### src/rtl/fpu_align_stage_if.sv
// Handshake and payload bundle for the FPU pre-adder alignment stage.
// The slave side is the stage itself; the master side is its upstream/downstream environment.
interface fpu_align_stage_if #(
  parameter int GRS_BITS = 3
);
  localparam int MW = 24 + GRS_BITS;

  logic          InValid;
  logic          InReady;
  logic [31:0]   Operand1;
  logic [31:0]   Operand2;
  logic          Operation;
  logic          OutValid;
  logic          OutReady;
  logic          BigSign;
  logic          SmallSign;
  logic          EffSub;
  logic [7:0]    BigExp;
  logic [MW-1:0] BigMant;
  logic [MW-1:0] SmallMant;
  logic          Special;
  logic [31:0]   SpecialResult;

  modport slave (
    input  InValid, Operand1, Operand2, Operation, OutReady,
    output InReady, OutValid, BigSign, SmallSign, EffSub, BigExp,
           BigMant, SmallMant, Special, SpecialResult
  );

  modport master (
    output InValid, Operand1, Operand2, Operation, OutReady,
    input  InReady, OutValid, BigSign, SmallSign, EffSub, BigExp,
           BigMant, SmallMant, Special, SpecialResult
  );
endinterface

### src/rtl/fpu_align_stage.sv
// Two-stage FPU pre-adder: classify/order operands, then right-align the smaller significand with sticky.
// Define FPU_ALIGN_DAZ_EN to treat exp==0 operands as signed zero (denormals-are-zero).
module fpu_align_stage #(
  parameter int          GRS_BITS     = 3,
  parameter logic [31:0] QNAN_PATTERN = 32'h7FC00000
) (
  input logic CLK,
  input logic RST,
  fpu_align_stage_if.slave bus
);
  localparam int         MW     = 24 + GRS_BITS;
  localparam logic [7:0] MW_EXP = 8'(MW);

  logic en1, en2, v1, v2;

  assign en2          = !v2 || bus.OutReady;
  assign en1          = !v1 || en2;
  assign bus.InReady  = en1;
  assign bus.OutValid = v2;

  // ---------------- stage 1: classify and order ----------------
  logic        sign_a, sign_b;
  logic [7:0]  exp_a, exp_b;
  logic [22:0] frac_a, frac_b;

  always_comb begin
    sign_a = bus.Operand1[31];
    sign_b = bus.Operand2[31] ^ bus.Operation;
    exp_a  = bus.Operand1[30:23];
    exp_b  = bus.Operand2[30:23];
`ifdef FPU_ALIGN_DAZ_EN
    frac_a = (exp_a == 8'd0) ? 23'd0 : bus.Operand1[22:0];
    frac_b = (exp_b == 8'd0) ? 23'd0 : bus.Operand2[22:0];
`else
    frac_a = bus.Operand1[22:0];
    frac_b = bus.Operand2[22:0];
`endif
  end

  logic nan_a, nan_b, inf_a, inf_b, zero_a, zero_b;

  assign nan_a  = (&exp_a) && (|frac_a);
  assign nan_b  = (&exp_b) && (|frac_b);
  assign inf_a  = (&exp_a) && !(|frac_a);
  assign inf_b  = (&exp_b) && !(|frac_b);
  assign zero_a = !(|exp_a) && !(|frac_a);
  assign zero_b = !(|exp_b) && !(|frac_b);

  logic        swap;
  logic        big_sign, small_sign;
  logic [7:0]  big_raw_exp, small_raw_exp, big_eff_exp, small_eff_exp, diff;
  logic [23:0] big_sig, small_sig;

  // Ties keep A as the big operand.
  assign swap          = {exp_b, frac_b} > {exp_a, frac_a};
  assign big_sign      = swap ? sign_b : sign_a;
  assign small_sign    = swap ? sign_a : sign_b;
  assign big_raw_exp   = swap ? exp_b : exp_a;
  assign small_raw_exp = swap ? exp_a : exp_b;
  assign big_sig       = {|big_raw_exp, swap ? frac_b : frac_a};
  assign small_sig     = {|small_raw_exp, swap ? frac_a : frac_b};
  assign big_eff_exp   = (big_raw_exp == 8'd0) ? 8'd1 : big_raw_exp;
  assign small_eff_exp = (small_raw_exp == 8'd0) ? 8'd1 : small_raw_exp;
  assign diff          = big_eff_exp - small_eff_exp;

  logic        special;
  logic [31:0] special_result;

  always_comb begin
    special        = 1'b1;
    special_result = 32'd0;
    if (nan_a || nan_b) begin
      special_result = QNAN_PATTERN;
    end else if (inf_a && inf_b && (sign_a != sign_b)) begin
      special_result = QNAN_PATTERN;
    end else if (inf_a) begin
      special_result = {sign_a, 8'hFF, 23'd0};
    end else if (inf_b) begin
      special_result = {sign_b, 8'hFF, 23'd0};
    end else if (zero_a && zero_b) begin
      special_result = {sign_a & sign_b, 31'd0};
    end else begin
      special = 1'b0;
    end
  end

  logic        s1_big_sign, s1_small_sign, s1_special;
  logic [7:0]  s1_big_exp, s1_diff;
  logic [23:0] s1_big_sig, s1_small_sig;
  logic [31:0] s1_special_result;

  // ---------------- stage 2: align with sticky ----------------
  logic [MW-1:0] small_ext, lost_mask, aligned;

  assign small_ext = {s1_small_sig, {GRS_BITS{1'b0}}};
  assign lost_mask = ~({MW{1'b1}} << s1_diff);

  always_comb begin
    if (s1_diff >= MW_EXP) begin
      aligned = {{(MW-1){1'b0}}, |small_ext};
    end else begin
      aligned = (small_ext >> s1_diff) | {{(MW-1){1'b0}}, |(small_ext & lost_mask)};
    end
  end

  always_ff @(posedge CLK) begin
    if (RST) begin
      v1                <= 1'b0;
      v2                <= 1'b0;
      s1_big_sign       <= 1'b0;
      s1_small_sign     <= 1'b0;
      s1_special        <= 1'b0;
      s1_big_exp        <= 8'd0;
      s1_diff           <= 8'd0;
      s1_big_sig        <= 24'd0;
      s1_small_sig      <= 24'd0;
      s1_special_result <= 32'd0;
      bus.BigSign       <= 1'b0;
      bus.SmallSign     <= 1'b0;
      bus.EffSub        <= 1'b0;
      bus.BigExp        <= 8'd0;
      bus.BigMant       <= '0;
      bus.SmallMant     <= '0;
      bus.Special       <= 1'b0;
      bus.SpecialResult <= 32'd0;
    end else begin
      if (en1) begin
        v1 <= bus.InValid;
        if (bus.InValid) begin
          s1_big_sign       <= big_sign;
          s1_small_sign     <= small_sign;
          s1_special        <= special;
          s1_special_result <= special_result;
          s1_diff           <= diff;
          // Zeroing the significands here makes the aligner produce 0 for specials.
          s1_big_exp        <= special ? 8'd0 : big_eff_exp;
          s1_big_sig        <= special ? 24'd0 : big_sig;
          s1_small_sig      <= special ? 24'd0 : small_sig;
        end
      end
      if (en2) begin
        v2 <= v1;
        if (v1) begin
          bus.BigSign       <= s1_big_sign;
          bus.SmallSign     <= s1_small_sign;
          bus.EffSub        <= s1_big_sign ^ s1_small_sign;
          bus.BigExp        <= s1_big_exp;
          bus.BigMant       <= {s1_big_sig, {GRS_BITS{1'b0}}};
          bus.SmallMant     <= aligned;
          bus.Special       <= s1_special;
          bus.SpecialResult <= s1_special_result;
        end
      end
    end
  end
endmodule

### src/flat_wrapper.sv
// flat-port wrapper written by rule: the top's interface ports become plain ports
module fpu_align_stage_flat 
#(
  parameter int          GRS_BITS     = 3,
  parameter logic [31:0] QNAN_PATTERN = 32'h7FC00000
)
  (CLK, RST, bus_InValid, bus_Operand1, bus_Operand2, bus_Operation, bus_OutReady, bus_InReady, bus_OutValid, bus_BigSign, bus_SmallSign, bus_EffSub, bus_BigExp, bus_BigMant, bus_SmallMant, bus_Special, bus_SpecialResult);
  fpu_align_stage_if #(.GRS_BITS(GRS_BITS)) bus_i ();
  input logic CLK;
  input logic RST;
  input wire logic [$bits(bus_i.InValid)-1:0] bus_InValid;
  input wire logic [$bits(bus_i.Operand1)-1:0] bus_Operand1;
  input wire logic [$bits(bus_i.Operand2)-1:0] bus_Operand2;
  input wire logic [$bits(bus_i.Operation)-1:0] bus_Operation;
  input wire logic [$bits(bus_i.OutReady)-1:0] bus_OutReady;
  output wire logic [$bits(bus_i.InReady)-1:0] bus_InReady;
  output wire logic [$bits(bus_i.OutValid)-1:0] bus_OutValid;
  output wire logic [$bits(bus_i.BigSign)-1:0] bus_BigSign;
  output wire logic [$bits(bus_i.SmallSign)-1:0] bus_SmallSign;
  output wire logic [$bits(bus_i.EffSub)-1:0] bus_EffSub;
  output wire logic [$bits(bus_i.BigExp)-1:0] bus_BigExp;
  output wire logic [$bits(bus_i.BigMant)-1:0] bus_BigMant;
  output wire logic [$bits(bus_i.SmallMant)-1:0] bus_SmallMant;
  output wire logic [$bits(bus_i.Special)-1:0] bus_Special;
  output wire logic [$bits(bus_i.SpecialResult)-1:0] bus_SpecialResult;
  assign bus_i.InValid = bus_InValid;
  assign bus_i.Operand1 = bus_Operand1;
  assign bus_i.Operand2 = bus_Operand2;
  assign bus_i.Operation = bus_Operation;
  assign bus_i.OutReady = bus_OutReady;
  assign bus_InReady = bus_i.InReady;
  assign bus_OutValid = bus_i.OutValid;
  assign bus_BigSign = bus_i.BigSign;
  assign bus_SmallSign = bus_i.SmallSign;
  assign bus_EffSub = bus_i.EffSub;
  assign bus_BigExp = bus_i.BigExp;
  assign bus_BigMant = bus_i.BigMant;
  assign bus_SmallMant = bus_i.SmallMant;
  assign bus_Special = bus_i.Special;
  assign bus_SpecialResult = bus_i.SpecialResult;
  fpu_align_stage #(.GRS_BITS(GRS_BITS), .QNAN_PATTERN(QNAN_PATTERN)) u_core (.CLK(CLK), .RST(RST), .bus(bus_i));
endmodule
### config.mk
export PLATFORM = sky130hd
export DESIGN_NAME = fpu_align_stage_flat
export DESIGN_NICKNAME = d
export VERILOG_FILES = /design/src/rtl/fpu_align_stage_if.sv /design/src/rtl/fpu_align_stage.sv /design/src/flat_wrapper.sv
export SDC_FILE = /design/constraint.sdc
export NUM_CORES = 1
export LEC_CHECK = 0
export BUFFER_PORTS_ARGS = -buffer_cell sky130_fd_sc_hd__buf_2
export CAP_MARGIN = 15
export CORE_ASPECT_RATIO = 0.8
export CORE_MARGIN = 2
export CORE_UTILIZATION = 45
export DETAILED_ROUTE_END_ITERATION = 7
export PLACE_DENSITY = 0.74
export SLEW_MARGIN = 5
export SYNTH_ARGS = -nofsm -noshare
export SYNTH_HDL_FRONTEND = slang
export SYNTH_SLANG_ARGS = --single-unit
### constraint.sdc
create_clock -name CLK -period 7.6 [get_ports CLK]
set_clock_uncertainty 0.15 [all_clocks]
set_input_delay 0.76 -clock CLK [delete_from_list [all_inputs] [get_ports CLK]]
set_output_delay 0.76 -clock CLK [all_outputs]
set_load 0.01 [all_outputs]
==> key figures, run 1 <==
Run
  – Maxcap violations: 0

Clocking
  – Number of buffers created by CTS: 17
  – Setup bufs post-CTS: 0
  – Hold buffer count at CTS: 0
  – TritonCTS clock tree: built
  – CTS Sinks: between 100 and 150
  – Clk_lat worst skew: approximately 0.43 ns
  – Root Driver: clkbuf_16
  – Post-cts resize count: 0
  – Max H-tree Level: 4
  – Clock Tree Buf Depth: 2
  – Clk pin slew, worst setup/hold paths: around 0.07 ns

Setup path
  – R2R Path Start: u_core.bus.OutValid
  – Crit Reg-Reg Endpoint: u_core.s1_small_sig[11]
  – Critical path type: input pin to register
  – Worst r2r path cells: 8
  – CP Capture Type: register
  – CP required: 7.77 ns
  – Critical Path Start Type: input pin
  – Max FO, Critical Path: 27
  – Arrival time worst endpoint: 4.85 ns
  – R2r setup slk: ~4.4 ns

Synthesis
  – Post-synthesis cell area: 8690 µm²
  – Post-synth EDFFs: 0
  – Synth Warn #: 0
  – Synth Register Bits: roughly 140
  – Cell variety after synth: 62
  – Avg Cell Area, Syn: 7.70 µm²
  – Post-Syn Instances: approximately 1100
  – Register area share after synthesis: 0.318
  – Ys flop type: dfxtp_1
  – Ys async rst share: 0

STA
  – Setup Viol. Count Final: 0
  – Crit path time final: around 4.7 ns
  – Setup TNS: 0 ns
  – Hold slack: ~0.29 ns
  – RSZ-0062 raised after global routing: false
  – Fmax: roughly 0.21 GHz
  – Worst slew margin: 0.352
  – Worst-margin pin slew: between 0.9 and 1 ns
  – Final count of pins violating max slew: 0
  – Period utilization: 0.615
  – Final hold vios: 0
  – Worst setup margin: around 3 ns

Place
  – PortBufs: 143
  – Cells after DPL: about 1500
  – Pre-CTS WS: between 2 and 3 ns
  – Post-DP HPWL: 18000 µm
  – Gpl congestion: approximately 0.93

Layout
  – Final Util: 0.521
  – Antenna diode count: 0
  – Non-filler instance count after layout: 1486
  – Layout cells sized above 1: 0.188
  – Area delta synth->final: 13.9%
  – # fillers: ~1800
  – Final nets: approximately 1300

Routing
  – Starting DRT DRC Count: between 900 and 1000
  – Antenna Nets Post-Route: 0
  – Drt pass-1 iters: 5
  – Final WL: roughly 26000 µm
  – Via count: between 8000 and 9000
  – DR WL/cell: ~17 µm
  – DRC errors left: 0
  – Via-to-Cell Ratio: approximately 5.7

Worst hold path
  – Hold Path Depth: 2
  – Hold Crit Class: register to register
  – Hold worst-path end: u_core.bus.BigExp[4]
  – Hold Startpoint: u_core.s1_big_exp[4]

Power and ir drop
  – VDD IR max: 0.140 mV
  – Power per cell area: around 230 nW/µm²
  – LEAKAGE: about 4.0 nW

Global routing
  – Gr ovfl total: 0
  – Vias in the first global route: about 7600
  – Pin count of the biggest net entering global routing: slightly above 100
  – Antenna violations before repair: 0
  – Gr usage total: 0.249
  – Global-route wire length before repair: between 40000 and 50000 µm

Floorplanning
  – FP Rows: 45
  – # IOs: 169
  – Placeable core region: roughly 19000 µm²
  – Chip height: approximately 130 µm
  – Die area: around 20000 µm²
  – Starting density of the core: 0.458
  – Chip width: 159 µm

Outcome
  – Status: finished clean
## layout by cell type (no fill, tap or decap), types with 24 or more instances in the layout
cell type  Yosys  final
mux2i_1       38     38
o211ai_1      60     60
conb_1         1     25
a21oi_1       79     79
dfxtp_1      138    137
nand2_1      251    250
mux2_2        24     24
nor2_1        66     66
inv_1         44     44
o21ai_0       30     30
ha_1          39     39
a22oi_1       28     28
nand3_1       67     67
buf_2         28    143
## stage by stage
| step | total power, mW | instance area (µm²) |
|---|---|---|
| 6_report | 2.26 | 9890 |
| 5_1_grt | 2.37 | 9890 |
| 4_1_cts | 2.26 | 9890 |
| 3_5_place_dp | 1.40 | 9290 |
| 3_3_place_gp | 1.40 | 9290 |
| 2_1_floorplan | 1.25 | 8780 |
## sequential cells by signal, summed over array words and instances (netlist names)
register and count:
u_core.s1_special 1, u_core.bus.Special 1, u_core.bus.SpecialResult 3, u_core.bus.BigExp 8, u_core.s1_small_sign 1, u_core.s1_big_exp 8, u_core.bus.BigMant 24, u_core.s1_diff 8
u_core.bus.OutValid 1, u_core.v1 1, u_core.s1_big_sig 24, u_core.s1_special_result 3, u_core.bus.EffSub 1, u_core.bus.SmallMant 27, u_core.bus.BigSign 1, u_core.s1_big_sign 1
u_core.s1_small_sig 24, u_core.bus.SmallSign 1
## area by class of cell
class                           count  area, µm²  share of cell area
Clock buffer                       19        453              0.0458
Clock inverter                     13        155              0.0157
Inverter                           45        169              0.0171
Multi-Input combinational cell    861       5250               0.530
Sequential cell                   138       2760               0.279
Tap cell                          258        323              0.0326
Timing Repair Buffer              152        783              0.0792
## cells in the mapped netlist (14+ instances only)
cell type	count	area, µm²
a21oi_1	79	395
a22oi_1	28	210
buf_2	28	140
buf_4	37	278
clkbuf_1	32	120
dfxtp_1	138	2760
ha_1	39	488
inv_1	44	165
mux2_2	24	270
mux2i_1	38	380
nand2_1	251	942
nand3_1	67	335
nand4_1	14	87.6
nor2_1	66	248
nor3_1	15	75.1
nor4_1	19	119
o211ai_1	60	450
o21ai_0	30	150
## power breakdown
part	switching (mW)	internal [mW]	leakage (nW)	total, mW
sequential	0.0618	0.775	1.13	0.837
clock	0.348	0.509	0.301	0.857
combinational	0.356	0.210	2.58	0.567
## critical path, stage by stage
cell      delay, ns
buf_2          0.12
inv_1          0.05
ha_1           0.30
nand4_1        0.18
nor4_2         0.59
a22oi_1        0.23
a31oi_4        0.74
mux2_2         0.45
ha_1           0.28
nor2b_1        0.12
o21ai_0        0.21
a21boi_0       0.15
o21ai_0        0.20
nor2b_1        0.18
xnor2_1        0.07
a22o_1         0.19
## routing by layer
layer	part of all wire	track usage	wire, µm	up-vias
met1	0.50	0.383	12800	3996
met5	0	0	0	-
met2	0.41	0.351	10400	369
met4	0.012	0.0647	318	0
met3	0.078	0.0479	2000	24
li1	-	-	-	4120
## worst max-delay path by stage
stage | start | to | slack [ns] | cells past startpoint
final | bus_Operand1[13] | u_core.s1_diff[5] | 2.92 | 16
after floorplan | bus_Operand1[29] | u_core.s1_diff[6] | 3.46 | 20
after detailed placement | bus_Operand1[13] | u_core.s1_diff[5] | 2.58 | 16
after CTS | bus_Operand1[29] | u_core.s1_diff[5] | 3.00 | 16
after global placement | bus_Operand1[29] | u_core.s1_diff[5] | 2.69 | 16
after global routing | bus_Operand1[29] | u_core.s1_diff[6] | 2.61 | 18
## cells by family (layout without fill, tap and decap cells)
group | Yosys count | count (layout) | share of synthesized area
DFF | 138 | 138 | 0.318
and+or+nand+nor | 466 | 466 | 0.239
other | 1 | 25 | 0.000432
xor gates and xnor gates | 8 | 8 | 0.00806
adders and majority gates | 40 | 40 | 0.0585
buffers and inverters | 153 | 229 | 0.0913
muxes | 70 | 70 | 0.0956
AOI/OAI and AO/OA | 252 | 252 | 0.189
(Power assumes the default switching activity.)
==> run 2, diff against run 1 <==
--- a/config.mk
+++ b/config.mk
@@ -11,7 +11,7 @@
 export CORE_MARGIN = 2
 export CORE_UTILIZATION = 45
 export DETAILED_ROUTE_END_ITERATION = 7
-export PLACE_DENSITY = 0.74
+export PLACE_DENSITY = 0.77
 export SLEW_MARGIN = 5
 export SYNTH_ARGS = -nofsm -noshare
 export SYNTH_HDL_FRONTEND = slang
==> constraint.sdc (replaced) <==
create_clock -name CLK -period 4.1 [get_ports CLK]
set_clock_uncertainty 0.15 [all_clocks]
set_input_delay 0.41 -clock CLK [delete_from_list [all_inputs] [get_ports CLK]]
set_output_delay 0.41 -clock CLK [all_outputs]
set_load 0.01 [all_outputs]
==> run 2 against run 1 <==
- sequential share of layout area shrank 0.51 points
- register-to-register slack got worse by 3.1 ns
- total power increased by 83%
- combinational power is 85% higher
- critical path type unchanged
- non-clock buffer count up 26
- design area grew 1.8%
- wire length is 1.6% higher
- highest routed layer unchanged
- clock-buffer cell count did not move
==> key figures, run 2 (synthesized netlist as in run 1, its figures left out) <==
Outcome
  – Status: finished clean (unchanged)

Layout
  – Layout cells sized above 1: 0.204 (was 0.188)
  – Commonest non-fill, non-tap cell in the layout: nand2_1 (unchanged)
  – Most flops, register: u_core.bus.SmallMant (unchanged)
  – Antenna diode count: 0 (unchanged)
  – Final nets: 1350 (was 1324)
  – # fillers: 1844 (was 1823)
  – Design Area, Final: 10100 µm² (was 9890 µm²)
  – Most frequent cells in the layout: nand2_1 (250), buf_2 (143), dfxtp_1 (137), a21oi_1 (79), nand3_1 (67) (unchanged)
  – Max reg flops: 27 (unchanged)
  – Area delta synth->final: 16.0% (was 13.9%)

Setup path
  – Arrival time worst endpoint: 3.87 ns (was 4.85 ns)
  – Crit-path max cell delay: 0.35 ns (was 0.74 ns)
  – Critical Path Start Type: input pin (unchanged)
  – CP required: 4.28 ns (was 7.77 ns)
  – R2r setup slk: 1.25 ns (was 4.36 ns)
  – CP top delay family: compound AO/OA/AOI/OAI gates (unchanged)
  – Crit-path cells: buf_2 -> inv_1 -> ha_1 -> a211oi_1 -> nor2_1 -> o31ai_1 -> o211ai_1 -> a31oi_4 -> buf_4 -> mux2i_1 -> ha_1 -> nor2b_1 -> o21ai_0 -> a21boi_0 -> o21ai_0 -> nor2b_1 -> xnor2_1 -> a22o_1 (was buf_2 -> inv_1 -> ha_1 -> nand4_1 -> nor4_2 -> a22oi_1 -> a31oi_4 -> mux2_2 -> ha_1 -> nor2b_1 -> o21ai_0 -> a21boi_0 -> o21ai_0 -> nor2b_1 -> xnor2_1 -> a22o_1)
  – Crit Reg-Reg Endpoint: u_core.bus.SmallMant[0] (was u_core.s1_small_sig[11])
  – Critical path type: input pin to register (unchanged)
  – Worst r2r path cells: 7 (was 8)
  – Crit path buffers/inverters: 3 (was 2)
  – R2R Path Start: u_core.s1_diff[1] (was u_core.bus.OutValid)
  – Max FO, Critical Path: 6 (was 27)
  – Slowest cell on crit path: a31oi_4 (unchanged)
  – CP Capture Type: register (unchanged)

Clocking
  – Number of buffers created by CTS: 17 (unchanged)
  – Root Driver: clkbuf_16 (unchanged)
  – Clk pin slew, worst setup/hold paths: 0.06 ns (was 0.07 ns)
  – Clock Tree Buf Depth: 2 (unchanged)
  – Max H-tree Level: 4 (unchanged)
  – TritonCTS clock tree: built (unchanged)
  – Post-cts resize count: 0 (unchanged)
  – Clk_lat worst skew: 0.44 ns (was 0.43 ns)
  – Setup bufs post-CTS: 0 (unchanged)
  – CTS Sinks: 138 (unchanged)
  – Hold buffer count at CTS: 0 (unchanged)

Place
  – Gpl congestion: 0.953 (was 0.934)
  – Pre-CTS WS: 0.00849 ns (was 2.58 ns)
  – PortBufs: 143 (unchanged)
  – Post-DP HPWL: 18900 µm (was 18000 µm)
  – Dpl cell area: 9510 µm² (was 9290 µm²)

STA
  – Setup TNS: 0 ns (unchanged)
  – Setup Viol. Count Final: 0 (unchanged)
  – Crit path time final: 3.69 ns
  – Worst slew margin: 0.298 (was 0.352)
  – Worst-margin pin slew: 1.05 ns (was 0.973 ns)
  – Period utilization: 0.900
  – RSZ-0062 raised after global routing: false (unchanged)
  – Final count of pins violating max slew: 0 (unchanged)
  – Final hold vios: 0 (unchanged)
  – Fmax: roughly 0.27 GHz
  – Worst setup margin: 0.410 ns (was 2.92 ns)

Global routing
  – Gr usage total: 0.255 (was 0.249)
  – Pin count of the biggest net entering global routing: 108 (was 103)
  – Vias in the first global route: 7937 (was 7570)
  – Global-route wire length before repair: 42100 µm (was 41000 µm)
  – Gr ovfl total: 0 (unchanged)
  – Antenna violations before repair: 0 (unchanged)

Routing
  – DR WL/cell: 17.2 µm (about the same)
  – Starting DRT DRC Count: 924 (was 926)
  – Via count: 8663 (was 8509)
  – DRC errors left: 0 (unchanged)
  – Drt pass-1 iters: 5 (unchanged)
  – Final WL: 25900 µm (was 25500 µm)
  – Via-to-Cell Ratio: 5.73 (about the same)
  – Antenna Nets Post-Route: 0 (unchanged)

Power and ir drop
  – LEAKAGE: 4.11 nW (was 4.01 nW)
  – Tot Pwr: 4.13 mW (was 2.26 mW)
  – VDD IR max: 0.301 mV (was 0.140 mV)
  – Power per cell area: 410 nW/µm² (was 228 nW/µm²)

Floorplanning
  – FP Rows: 45 (unchanged)
  – # IOs: 169 (unchanged)
  – Placeable core region: 19000 µm² (unchanged)
  – Chip height: 128 µm (unchanged)
  – Chip width: 159 µm (unchanged)
  – Die area: 20400 µm² (unchanged)
  – Starting density of the core: 0.458 (unchanged)

Worst hold path
  – Hold Startpoint: bus_InValid (was u_core.s1_big_exp[4])
  – Hold Crit Class: input pin to register (was register to register)
  – Hold Path Depth: 3 (was 2)
  – Hold worst-path end: u_core.v1 (was u_core.bus.BigExp[4])

Run
  – Maxcap violations: 0 (unchanged)
## run 2: changes by cell type in the layout (fill, tap and decap cells not counted), sizes merged
cell      change
bufinv        -1
buf          +26
inv           -3
clkinvlp      +3
## run 2: power breakdown
| group | internal [mW] | switching [mW] | total [mW] |
|---|---|---|---|
| Sequential | 1.44 | 0.146 | 1.58 |
| Clock | 0.868 | 0.634 | 1.50 |
| Combinational | 0.415 | 0.632 | 1.05 |
| Total | 2.72 | 1.41 | 4.13 |
## run 2: worst register-to-register path, cell delays in order (launching register included)
cell and delay [ns]:
dfxtp_1 0.70, buf_4 0.44, nor2_1 0.21, a221oi_1 0.58, a22o_1 0.26, nor2b_1 0.18
o21ai_0 0.11, a21oi_1 0.16
## run 2: cell type report
| class | instances | area, µm² | share of cell area |
|---|---|---|---|
| multi-input cells | 861 | 5250 | 0.521 |
| repair buffers | 178 | 1000 | 0.0996 |
| clock inverters | 12 | 118 | 0.0117 |
| inverters | 45 | 169 | 0.0168 |
| flip-flops and latches | 138 | 2760 | 0.274 |
| clock buffers | 19 | 453 | 0.0450 |
| well taps | 258 | 323 | 0.0320 |
## run 2: worst max-delay path by stage
stage                                start                end  cells past startpoint
final                      bus_Operand1[4]  u_core.s1_diff[5]                     18
after global routing       bus_Operand1[2]  u_core.s1_diff[5]                     18
after CTS                  bus_Operand1[4]  u_core.s1_diff[5]                     18
after detailed placement   bus_Operand1[4]  u_core.s1_diff[5]                     18
after global placement     bus_Operand1[4]  u_core.s1_diff[5]                     17
after floorplan           bus_Operand1[29]  u_core.s1_diff[6]                     20
## run 2: metrics by stage
stage               std cells  hold WS, ns   util
floorplan                1152        0.282      -
global placement         1480        0.290  0.501
detailed placement       1480        0.297  0.501
CTS                      1511       0.0776  0.531
global route             1511        0.104  0.531
finish                   1511       0.0900  0.531
## run 2: layer usage
| layer | track usage | vias to the layer above | part of all wire |
|---|---|---|---|
| li1 | - | 4186 | - |
| met1 | 0.371 | 4023 | 0.47 |
| met2 | 0.374 | 413 | 0.42 |
| met3 | 0.0647 | 41 | 0.097 |
| met4 | 0.0674 | 0 | 0.015 |
| met5 | 0 | - | 0 |
==> run 3, diff against run 2 <==
--- a/config.mk
+++ b/config.mk
@@ -7,11 +7,12 @@
 export LEC_CHECK = 0
 export BUFFER_PORTS_ARGS = -buffer_cell sky130_fd_sc_hd__buf_2
 export CAP_MARGIN = 15
-export CORE_ASPECT_RATIO = 0.8
+export CORE_ASPECT_RATIO = 0.6
 export CORE_MARGIN = 2
-export CORE_UTILIZATION = 45
+export CORE_UTILIZATION = 40
 export DETAILED_ROUTE_END_ITERATION = 7
-export PLACE_DENSITY = 0.77
+export GPL_TIMING_DRIVEN = 0
+export PLACE_DENSITY = 0.7
 export SLEW_MARGIN = 5
 export SYNTH_ARGS = -nofsm -noshare
 export SYNTH_HDL_FRONTEND = slang
==> run 3 against run 2 <==
- fmax shrank 8.9%
- critical endpoint unchanged
- critical path type unchanged
- wire length grew 20%
- largest cell class unchanged
- via count grew 7.4%
==> key figures, run 3 (synthesized netlist as in run 1, its figures left out) <==
Outcome
  – Status: finished clean (unchanged)

Place
  – Post-DP HPWL: 24200 µm (was 18900 µm)
  – PortBufs: 143 (unchanged)
  – Dpl cell area: 9840 µm² (was 9510 µm²)
  – Gpl congestion: 0.959 (was 0.953)

Clocking
  – TritonCTS clock tree: built (unchanged)
  – Root Driver: clkbuf_16 (unchanged)
  – Max H-tree Level: 4 (unchanged)
  – CTS Sinks: 138 (unchanged)
  – Clock Tree Buf Depth: 2 (unchanged)
  – Number of buffers created by CTS: 17 (unchanged)
  – Clk_lat worst skew: 0.43 ns (was 0.44 ns)
  – Hold buffer count at CTS: 0 (unchanged)
  – Clk pin slew, worst setup/hold paths: 0.06 ns (about the same)

STA
  – Fmax: 0.247 GHz (was 0.271 GHz)
  – Worst slew margin: 0.391 (was 0.298)
  – Final hold vios: 0 (unchanged)
  – Worst-margin pin slew: 0.905 ns (was 1.05 ns)
  – Final count of pins violating max slew: 0 (unchanged)
  – Crit path time final: 4.05 ns (was 3.69 ns)
  – Period utilization: 0.987 (was 0.900)
  – Setup Viol. Count Final: 0 (unchanged)

Layout
  – Design Area, Final: 10600 µm² (was 10100 µm²)
  – Antenna diode count: 0 (unchanged)
  – Commonest non-fill, non-tap cell in the layout: nand2_1 (unchanged)
  – Most flops, register: u_core.bus.SmallMant (unchanged)
  – Max reg flops: 27 (unchanged)
  – Area delta synth->final: 22.4% (was 16.0%)
  – Final nets: 1433 (was 1350)
  – Most frequent cells in the layout: nand2_1 (251), buf_2 (170), dfxtp_1 (138), a21oi_1 (78), nand3_1 (67) (was nand2_1 (250), buf_2 (143), dfxtp_1 (137), a21oi_1 (79), nand3_1 (67))
  – Layout cells sized above 1: 0.228 (was 0.204)

Power and ir drop
  – LEAKAGE: 4.45 nW (was 4.11 nW)
  – Power per cell area: 425 nW/µm² (was 410 nW/µm²)
  – VDD IR max: 0.309 mV (was 0.301 mV)
  – Tot Pwr: 4.52 mW (was 4.13 mW)

Routing
  – DR WL/cell: 19.3 µm (was 17.2 µm)
  – Via-to-Cell Ratio: 5.76 (was 5.73)
  – Starting DRT DRC Count: 1145 (was 924)
  – Antenna Nets Post-Route: 0 (unchanged)
  – Drt pass-1 iters: 5 (unchanged)
  – Via count: 9305 (was 8663)
  – Final WL: 31200 µm (was 25900 µm)
  – DRC errors left: 0 (unchanged)

Setup path
  – Worst r2r path cells: 6 (was 7)
  – CP required: 4.27 ns (was 4.28 ns)
  – CP Capture Type: register (unchanged)
  – Critical path type: input pin to register (unchanged)
  – Crit path buffers/inverters: 3 (unchanged)
  – Max FO, Critical Path: 10 (was 6)
  – Arrival time worst endpoint: 4.22 ns (was 3.87 ns)
  – Worst path depth: 18 (unchanged)
  – Critical Path Start Type: input pin (unchanged)
  – Crit-path cells: buf_2 -> inv_1 -> ha_1 -> a211oi_2 -> nor2_1 -> o31ai_2 -> o211ai_1 -> a31oi_2 -> buf_6 -> mux2_2 -> ha_1 -> nor2b_1 -> o21ai_1 -> a21boi_0 -> o21ai_1 -> nor2b_1 -> xnor2_1 -> a22o_1 (was buf_2 -> inv_1 -> ha_1 -> a211oi_1 -> nor2_1 -> o31ai_1 -> o211ai_1 -> a31oi_4 -> buf_4 -> mux2i_1 -> ha_1 -> nor2b_1 -> o21ai_0 -> a21boi_0 -> o21ai_0 -> nor2b_1 -> xnor2_1 -> a22o_1)
  – Crit-path max cell delay: 0.41 ns (was 0.35 ns)
  – CP top delay family: compound AO/OA/AOI/OAI gates (unchanged)
  – Slowest cell on crit path: o31ai_2 (was a31oi_4)

Floorplanning
  – Chip width: 194 µm (was 159 µm)
  – FP Rows: 41 (was 45)
  – Die area: 23000 µm² (was 20400 µm²)
  – Chip height: 118 µm (was 128 µm)
  – Starting density of the core: 0.411 (was 0.458)
  – # IOs: 169 (unchanged)
  – Placeable core region: 21100 µm² (was 19000 µm²)

Global routing
  – Gr usage total: 0.266 (was 0.255)
  – Global-route wire length before repair: 47800 µm (was 42100 µm)
  – Gr ovfl total: 0 (unchanged)
  – M2 GR Usage: 0.362 (was 0.374)
  – GR Util met3: 0.0896 (was 0.0647)
  – Antenna violations before repair: 1 (was 0)
  – Met1 Use GR: 0.400 (was 0.371)
  – Pin count of the biggest net entering global routing: 17 (was 108)
  – Vias in the first global route: 8284 (was 7937)
  – Most crowded layer after global routing: met1 (was met2)

Worst hold path
  – Hold Path Depth: 3 (unchanged)
  – Hold Crit Class: input pin to register (unchanged)

Run
  – Maxcap violations: 0 (unchanged)
==> run 3: changes by cell type in the layout (fill, tap and decap cells not counted), moves of 4 or more <==
| cell | delta |
|---|---|
| buf_1 | +5 |
| buf_2 | +27 |
| buf_4 | +13 |
| buf_6 | +8 |
| bufinv_16 | +4 |
| clkbuf_1 | +32 |
==> run 3: final timing paths <==
path | from | end | slack, ns
max reg2reg | u_core.s1_diff[6] | u_core.bus.SmallMant[9] | 1.31
min reg2reg | u_core.s1_big_sig[18] | u_core.bus.BigMant[21] | 0.30
max | bus_Operand1[4] | u_core.s1_diff[5] | 0.05
min | bus_InValid | u_core.v1 | 0.08
==> run 3: layout make-up <==
cell class | count | area (µm²)
buffer | 107 | 629
clock inverter | 13 | 218
fill | 2084 | 10500
tap | 279 | 349
multi-input combinational | 861 | 5270
clock buffer | 18 | 439
sequential | 138 | 2760
timing repair buffer | 154 | 796
inverter | 45 | 169
==> run 3: worst register-to-register path: stages (launching register included) <==
cell and delay (ns):
dfxtp_1 0.33, nor3_1 0.64, a21boi_1 0.46, a21oi_1 0.16, nor4_4 0.43, nand2_1 0.30, o221ai_1 0.24
==> run 3: repair_timing <==
item | in CTS | in global routing
gates resized for setup | 3 | 13
setup buffers | 1 | 9
setup endpoints to repair | 3 | 5
gates cloned | 0 | 1
pin swaps | 2 | 3
==> run 3: routing by layer <==
| layer | share of wire | up-vias |
|---|---|---|
| li1 | - | 4355 |
| met1 | 0.47 | 4420 |
| met2 | 0.40 | 500 |
| met3 | 0.13 | 28 |
| met4 | 0.010 | 2 |
| met5 | 0.00042 | - |
==> run 3: through the flow <==
stage | setup WS [ns] | hold slack, ns | utilization | cells | TNS, ns
2_1_floorplan | 0.306 | 0.282 | - | 1152 | 0
3_3_place_gp | -0.573 | 0.293 | 0.466 | 1574 | -2.44
3_5_place_dp | -0.638 | 0.295 | 0.466 | 1574 | -2.82
4_1_cts | 0.0101 | 0.0677 | 0.498 | 1606 | 0
5_1_grt | -0.0514 | 0.0903 | 0.503 | 1615 | -0.117
6_report | 0.0519 | 0.0803 | 0.503 | 1615 | 0
==> run 3: power by group <==
| part | switching (mW) | internal [mW] |
|---|---|---|
| sequential | 0.102 | 1.44 |
| clock | 0.647 | 1.10 |
| combinational | 0.772 | 0.463 |
